### src/rtl/seven_segment_scan_ctrl_if.sv
// Display-data and scan-output bundle for seven_segment_scan_ctrl; zero latency, no backpressure.
// The master side supplies nibbles/dp/enables plus the load strobe and observes the registered scan outputs.
interface seven_segment_scan_ctrl_if #(
    parameter int NUM_DIGITS = 4
);
    localparam int IDX_W = (NUM_DIGITS > 1) ? $clog2(NUM_DIGITS) : 1;

    logic [4*NUM_DIGITS-1:0] data_in;
    logic [NUM_DIGITS-1:0]   dp_in;
    logic [NUM_DIGITS-1:0]   digit_en;
    logic                    load;
    logic [3:0]              digit_data;
    logic                    dp_n;
    logic [NUM_DIGITS-1:0]   anode;
    logic [IDX_W-1:0]        digit_idx;
    logic                    frame_done;

    modport master (
        output data_in, dp_in, digit_en, load,
        input  digit_data, dp_n, anode, digit_idx, frame_done
    );

    modport slave (
        input  data_in, dp_in, digit_en, load,
        output digit_data, dp_n, anode, digit_idx, frame_done
    );
endinterface

### src/rtl/seven_segment_scan_ctrl.sv
// Seven-segment scan controller: BLANK/ON slot per digit, double-buffered display data swapped at frame boundaries.
// Outputs are registered (one-cycle latency from state change); load is always accepted, never backpressured.
module seven_segment_scan_ctrl #(
    parameter int NUM_DIGITS   = 4,
    parameter int ON_CYCLES    = 100000,
    parameter int BLANK_CYCLES = 1000
) (
    input  logic                     clk,
    input  logic                     rst_n,
    seven_segment_scan_ctrl_if.slave bus
);
    localparam int IDX_W   = (NUM_DIGITS > 1) ? $clog2(NUM_DIGITS) : 1;
    localparam int MAX_CYC = (ON_CYCLES > BLANK_CYCLES) ? ON_CYCLES : BLANK_CYCLES;
    localparam int CNT_W   = (MAX_CYC > 1) ? $clog2(MAX_CYC) : 1;

    localparam logic [CNT_W-1:0] ON_LAST    = CNT_W'(ON_CYCLES - 1);
    localparam logic [CNT_W-1:0] BLANK_LAST = CNT_W'(BLANK_CYCLES - 1);
    localparam logic [IDX_W-1:0] IDX_LAST   = IDX_W'(NUM_DIGITS - 1);

    typedef enum logic {
        ST_BLANK = 1'b0,
        ST_ON    = 1'b1
    } state_t;

    state_t                     state_q, state_d;
    logic [CNT_W-1:0]           cnt_q, cnt_d;
    logic [IDX_W-1:0]           idx_q, idx_d;
    logic [NUM_DIGITS-1:0]      anode_q, anode_d;
    logic [3:0]                 digit_data_q, digit_data_d;
    logic                       dp_n_q, dp_n_d;
    logic                       frame_done_q, frame_done_d;

    logic [NUM_DIGITS-1:0][3:0] shd_data_q, shd_data_d;
    logic [NUM_DIGITS-1:0]      shd_dp_q, shd_dp_d;
    logic [NUM_DIGITS-1:0]      shd_en_q, shd_en_d;
    logic [NUM_DIGITS-1:0][3:0] pnd_data_q, pnd_data_d;
    logic [NUM_DIGITS-1:0]      pnd_dp_q, pnd_dp_d;
    logic [NUM_DIGITS-1:0]      pnd_en_q, pnd_en_d;
    logic                       pnd_vld_q, pnd_vld_d;

    logic                       enter_blank;
    logic                       boundary;

    always_comb begin
        state_d      = state_q;
        cnt_d        = cnt_q;
        idx_d        = idx_q;
        anode_d      = anode_q;
        digit_data_d = digit_data_q;
        dp_n_d       = dp_n_q;
        frame_done_d = 1'b0;
        shd_data_d   = shd_data_q;
        shd_dp_d     = shd_dp_q;
        shd_en_d     = shd_en_q;
        pnd_data_d   = pnd_data_q;
        pnd_dp_d     = pnd_dp_q;
        pnd_en_d     = pnd_en_q;
        pnd_vld_d    = pnd_vld_q;
        enter_blank  = 1'b0;
        boundary     = 1'b0;

        case (state_q)
            ST_BLANK: begin
                if (cnt_q == BLANK_LAST) begin
                    state_d = ST_ON;
                    cnt_d   = '0;
                    if (shd_en_q[idx_q]) begin
                        anode_d = ~(NUM_DIGITS'(1) << idx_q);
                    end
                end else begin
                    cnt_d = cnt_q + 1'b1;
                end
            end
            ST_ON: begin
                if (cnt_q == ON_LAST) begin
                    state_d     = ST_BLANK;
                    cnt_d       = '0;
                    anode_d     = '1;
                    enter_blank = 1'b1;
                    boundary    = (idx_q == IDX_LAST);
                    idx_d       = (idx_q == IDX_LAST) ? '0 : idx_q + 1'b1;
                end else begin
                    cnt_d = cnt_q + 1'b1;
                end
            end
            default: begin
                state_d = ST_BLANK;
                cnt_d   = '0;
                anode_d = '1;
            end
        endcase

        // A load landing on the boundary edge bypasses pending and goes straight to shadow.
        if (boundary) begin
            frame_done_d = 1'b1;
            pnd_vld_d    = 1'b0;
            if (bus.load) begin
                shd_data_d = bus.data_in;
                shd_dp_d   = bus.dp_in;
                shd_en_d   = bus.digit_en;
            end else if (pnd_vld_q) begin
                shd_data_d = pnd_data_q;
                shd_dp_d   = pnd_dp_q;
                shd_en_d   = pnd_en_q;
            end
        end else if (bus.load) begin
            pnd_data_d = bus.data_in;
            pnd_dp_d   = bus.dp_in;
            pnd_en_d   = bus.digit_en;
            pnd_vld_d  = 1'b1;
        end

        // Decoder inputs change only at slot start so segments settle during the blanking guard.
        if (enter_blank) begin
            digit_data_d = shd_data_d[idx_d];
            dp_n_d       = ~shd_dp_d[idx_d];
        end
    end

    always_ff @(posedge clk or negedge rst_n) begin
        if (!rst_n) begin
            state_q      <= ST_BLANK;
            cnt_q        <= '0;
            idx_q        <= '0;
            anode_q      <= '1;
            digit_data_q <= '0;
            dp_n_q       <= 1'b1;
            frame_done_q <= 1'b0;
            shd_data_q   <= '0;
            shd_dp_q     <= '0;
            shd_en_q     <= '0;
            pnd_data_q   <= '0;
            pnd_dp_q     <= '0;
            pnd_en_q     <= '0;
            pnd_vld_q    <= 1'b0;
        end else begin
            state_q      <= state_d;
            cnt_q        <= cnt_d;
            idx_q        <= idx_d;
            anode_q      <= anode_d;
            digit_data_q <= digit_data_d;
            dp_n_q       <= dp_n_d;
            frame_done_q <= frame_done_d;
            shd_data_q   <= shd_data_d;
            shd_dp_q     <= shd_dp_d;
            shd_en_q     <= shd_en_d;
            pnd_data_q   <= pnd_data_d;
            pnd_dp_q     <= pnd_dp_d;
            pnd_en_q     <= pnd_en_d;
            pnd_vld_q    <= pnd_vld_d;
        end
    end

    assign bus.anode      = anode_q;
    assign bus.digit_data = digit_data_q;
    assign bus.dp_n       = dp_n_q;
    assign bus.digit_idx  = idx_q;
    assign bus.frame_done = frame_done_q;
endmodule

### src/flat_wrapper.sv
// flat-port wrapper written by rule: the top's interface ports become plain ports
module seven_segment_scan_ctrl_flat 
#(
    parameter int NUM_DIGITS   = 4,
    parameter int ON_CYCLES    = 100000,
    parameter int BLANK_CYCLES = 1000
)
  (clk, rst_n, bus_data_in, bus_dp_in, bus_digit_en, bus_load, bus_digit_data, bus_dp_n, bus_anode, bus_digit_idx, bus_frame_done);
  seven_segment_scan_ctrl_if #(.NUM_DIGITS(NUM_DIGITS)) bus_i ();
  input  logic clk;
  input  logic rst_n;
  input wire logic [$bits(bus_i.data_in)-1:0] bus_data_in;
  input wire logic [$bits(bus_i.dp_in)-1:0] bus_dp_in;
  input wire logic [$bits(bus_i.digit_en)-1:0] bus_digit_en;
  input wire logic [$bits(bus_i.load)-1:0] bus_load;
  output wire logic [$bits(bus_i.digit_data)-1:0] bus_digit_data;
  output wire logic [$bits(bus_i.dp_n)-1:0] bus_dp_n;
  output wire logic [$bits(bus_i.anode)-1:0] bus_anode;
  output wire logic [$bits(bus_i.digit_idx)-1:0] bus_digit_idx;
  output wire logic [$bits(bus_i.frame_done)-1:0] bus_frame_done;
  assign bus_i.data_in = bus_data_in;
  assign bus_i.dp_in = bus_dp_in;
  assign bus_i.digit_en = bus_digit_en;
  assign bus_i.load = bus_load;
  assign bus_digit_data = bus_i.digit_data;
  assign bus_dp_n = bus_i.dp_n;
  assign bus_anode = bus_i.anode;
  assign bus_digit_idx = bus_i.digit_idx;
  assign bus_frame_done = bus_i.frame_done;
  seven_segment_scan_ctrl #(.NUM_DIGITS(NUM_DIGITS), .ON_CYCLES(ON_CYCLES), .BLANK_CYCLES(BLANK_CYCLES)) u_core (.clk(clk), .rst_n(rst_n), .bus(bus_i));
endmodule
### config.mk
export PLATFORM = sky130hd
export DESIGN_NAME = seven_segment_scan_ctrl_flat
export DESIGN_NICKNAME = d
export VERILOG_FILES = /design/src/rtl/seven_segment_scan_ctrl_if.sv /design/src/rtl/seven_segment_scan_ctrl.sv /design/src/flat_wrapper.sv
export SDC_FILE = /design/constraint.sdc
export NUM_CORES = 1
export LEC_CHECK = 0
export ABC_AREA = 1
export ABC_CLOCK_PERIOD_IN_PS = 5500
export BUFFER_PORTS_ARGS = -buffer_cell sky130_fd_sc_hd__buf_2
export CAP_MARGIN = 25
export CORE_MARGIN = 8
export CORE_UTILIZATION = 39
export DETAILED_ROUTE_END_ITERATION = 12
export GPL_TIMING_DRIVEN = 0
export PLACE_DENSITY = 0.52
export SLEW_MARGIN = 10
export SYNTH_ARGS = -nofsm -noshare
export SYNTH_HDL_FRONTEND = slang
export SYNTH_SLANG_ARGS = --single-unit
### constraint.sdc
create_clock -name clk -period 5.5 [get_ports clk]
set_input_delay 0.55 -clock clk [delete_from_list [all_inputs] [get_ports clk]]
set_output_delay 0.55 -clock clk [all_outputs]
set_load 0.02 [all_outputs]
==> summary.md <==
After filler insertion, the fill cell instance count of the layout stands at 1128. Capture point of the worst path: u_core.pnd_data_q[6]. In this run the vertical extent of the chip is 121 um. After clock tree synthesis, the clock-pin slew on the worst setup and hold paths is 80 ps. The logs give 350 ps for the clock latency at the later pin of the worst-skew pair and 18.0 mm for the first-pass GRT wire length. Once detailed placement completed, the half-perimeter wirelength came to 7.81 mm. The via density per instance is 4.88, and the area share of the largest cell type after synthesis is 42.7%.

The number of cells on the worst reg-to-reg path is 9. Leaving out fill and tap cells, the most frequent cells in the layout are nand2_1 (161), dfrtp_1 (74), inv_1 (69). The run finished with clean final reports. The critical path in this run is classified as flip-flop to flip-flop. The dominant synthesized flop cell was dfrtp_1. Summed over all instances, the cell type with the most area after synthesis is dfrtp_1. The synthesis-stage register bit count is 79. In the post-synthesis netlist, the biggest area contributors are dfrtp_1 (43%), nand2_1 (14%), inv_1 (6.0%).

The post-CTS repair timing setup buffer count is 0. The share of the Yosys chip area taken by registers is 45.8%. The detailed-route DRC error count was 0. The routed design could run at a clock period as short as 2060 ps.

The layout cell share with drive strength beyond 1 was 17.3%. The area of the core came out at 10800 um^2. Clock root buffer: clkbuf_8. The tools report the worst-case register-to-register setup slack as 3440 ps. The number of primary I/O pins was 39; the number of resized instances in the post-cts repair step was 0.

The floorplan step defined a die boundary enclosing 14700 um^2. The length of the first detailed-routing pass in iterations was 4; the site row count was 38. The initial cell density of the core is 40.0%. The count of synthesis-stage warnings from yosys was 0; the cell leakage power was 2.61 nW. Of all flip-flops after synthesis, the portion carrying an async set or reset was 100%. Buffers placed on the I/O ports in this run total 37.

Dividing the final minimum period by the clock period gives 37.4%. 0 antenna diodes ended up in the layout. Reg-to-reg endpoint: u_core.pnd_data_q[6].

The tools report the nature of the critical path startpoint as a flip-flop. The clock skew after layout is 12.8 ps, and the chip width is 121 um. The first routing iteration left 211 violations. In this run the worst setup path begins at u_core.cnt_q[0].

The run gives 0 as the residual overflow from global routing. Across the run, the number of max-cap violations was 0. The synthesized cell area was 4330 um^2. The total count of hold-check failures in the final report came out at 0. In this run the critical register-to-register path is launched from u_core.cnt_q[0]. The library cell used most frequently in the layout, excluding fill and tap cells, is nand2_1.

The run gives 0.486 GHz as the peak clock frequency supported by timing. TritonCTS built the clock tree. For this run, the post-layout net count is 624. Relative to the synthesized area, the layout overhead comes to 13.6%. Synthesis produced a netlist with a net count of 575. Hold timing on the final database bottoms out at a slack of 125 ps. The quantity of hold-fixing buffers added after cts was 0; the total routing usage reported by global routing was 15.2%.

Number of distinct standard cells referenced by the synthesized netlist: 37. Entering global routing, the biggest net connects 51 pins. Setup repair after global routing left no endpoint under its margin. STA puts the critical path data arrival time at 2300 ps. In this run the worst path has a maximum fanout of 10.

For the max-slew violation total from the final report, the log shows 0. The clock tree synthesis step divided the H-tree into 3 levels. The total via count after detailed routing is 3595. Clock tree synthesis found a total of 79 sinks. Headroom to the max-slew limit came out at 57.0%. The path class of the tightest hold or removal check is primary input to asynchronous set/reset pin. The logs give 0.876 for the weighted congestion reported at the end of routability-driven placement and 3612 for the via count of the first global-routing pass. Counting the buffers created by CTS gives 9.

Counting along the longest clock path gives a buffer depth of 2. The multi-input combinational cells in the finished layout cover a total of 1930 um^2. Across the VDD grid, the largest voltage drop is 0.102 mV. The number of synthesized flops with an enable pin was 0; the transition time at the pin with the least slew margin was 645 ps. Dividing the synthesized area by the synthesized cell count gives 7.98 um^2. The logs give 0 for the initial antenna violation count and 5740 ps for the worst path required time. The post-detailed-route wirelength per cell was 14.4 um; the total power density per cell area was 230 nW/um^2.

The logs give 0 for the number of nets still failing antenna checks after routing and 0 ps for the aggregate negative setup slack. Across the whole layout, storage elements account for 1980 um^2. Category of the worst setup path capture point: a flip-flop. Synthesis produced 543 cells. Summed over all layers, the routed wires come to 10.6 mm. Setup violations remaining at the end of the flow were counted as 0.
kinds of logic (layout without fill, tap and decap cells):
logic type,count (synthesis),in the layout,synth area share [%]
mux,17,17,4.19
buf+inv,98,152,9.79
xor+xnor,8,8,1.62
simple gates,266,266,28.3
flops,79,79,45.8
compound gates,70,70,8.89
fa+ha+maj,5,5,1.44
registers in the layout (all words and copies together) (netlist names):
signal,flops
u_core.cnt_q,17
u_core.bus.frame_done,1
u_core.shd_dp_q,4
u_core.state_q,1
u_core.pnd_vld_q,1
u_core.bus.digit_data,4
u_core.bus.dp_n,1
u_core.bus.anode,4
u_core.pnd_data_q,16
u_core.pnd_en_q,4
u_core.bus.digit_idx,2
u_core.shd_en_q,4
u_core.pnd_dp_q,4
u_core.shd_data_q,16
report_power, final:
part	total (mW)	leakage [nW]	internal (mW)	switching, mW
sequential	0.607	0.971	0.598	0.00833
combinational	0.0805	1.55	0.0330	0.0475
clock	0.446	0.0916	0.222	0.225
per-stage QoR:
| stage | setup slack (ps) | util (%) | std cells | instance area, um^2 | total power, mW |
|---|---|---|---|---|---|
| floorplan | 3720 | - | 543 | 4330 | 0.662 |
| global placement | 3190 | 43.3 | 720 | 4690 | 0.695 |
| detailed placement | 3440 | 43.6 | 721 | 4720 | 0.700 |
| CTS | 3420 | 45.4 | 737 | 4920 | 1.15 |
| global route | 3220 | 45.4 | 737 | 4920 | 1.18 |
| finish | 3440 | 45.4 | 737 | 4920 | 1.13 |
area by class of cell:
class,count,area share [%]
Sequential cell,79,40.3
Buffer,21,2.72
Multi-Input combinational cell,366,39.1
Tap cell,140,3.56
Clock inverter,5,1.17
Inverter,77,5.90
Clock buffer,11,2.87
Timing Repair Buffer,38,4.37
critical path, cell delays in order (launching register included):
cell	delay, ps
dfrtp_1	380
ha_1	220
nand3_2	130
clkinv_2	130
nand3_4	100
nor2_8	180
nand3_4	150
nand2_2	120
buf_6	180
mux2_1	330
cells in the mapped netlist, types with 6 or more instances:
cell type  instances
nand2_1          161
dfrtp_1           74
inv_1             69
o21ai_0           40
nand3_1           32
nor2_1            30
nand4_1           10
o21ai_1           10
a21oi_1            9
mux2_1             9
buf_2              8
mux2i_1            8
nor3_1             8
inv_2              7
clkbuf_1           6
xor2_1             6
worst min-delay path by stage:
stage | startpoint | endpoint | slack [ps] | cells after the start
3_3_place_gp | u_core.cnt_q[0] | u_core.cnt_q[0] | 450 | 1
6_report | rst_n | u_core.cnt_q[2] | 130 | 1
4_1_cts | rst_n | u_core.cnt_q[2] | 120 | 1
2_1_floorplan | rst_n | u_core.bus.digit_data[0] | 250 | 0
3_5_place_dp | u_core.cnt_q[0] | u_core.cnt_q[0] | 460 | 1
5_1_grt | rst_n | u_core.cnt_q[2] | 140 | 1
metal layers:
metal | part of all wire, % | wire length (um) | GRT usage (%)
met2 | 48 | 5120 | 24.8
met5 | 0 | 0 | 0
met1 | 48 | 5060 | 20.0
met3 | 3.3 | 352 | 2.79
met4 | 0.55 | 58 | 4.63
Power figures use the tool's default switching activity.
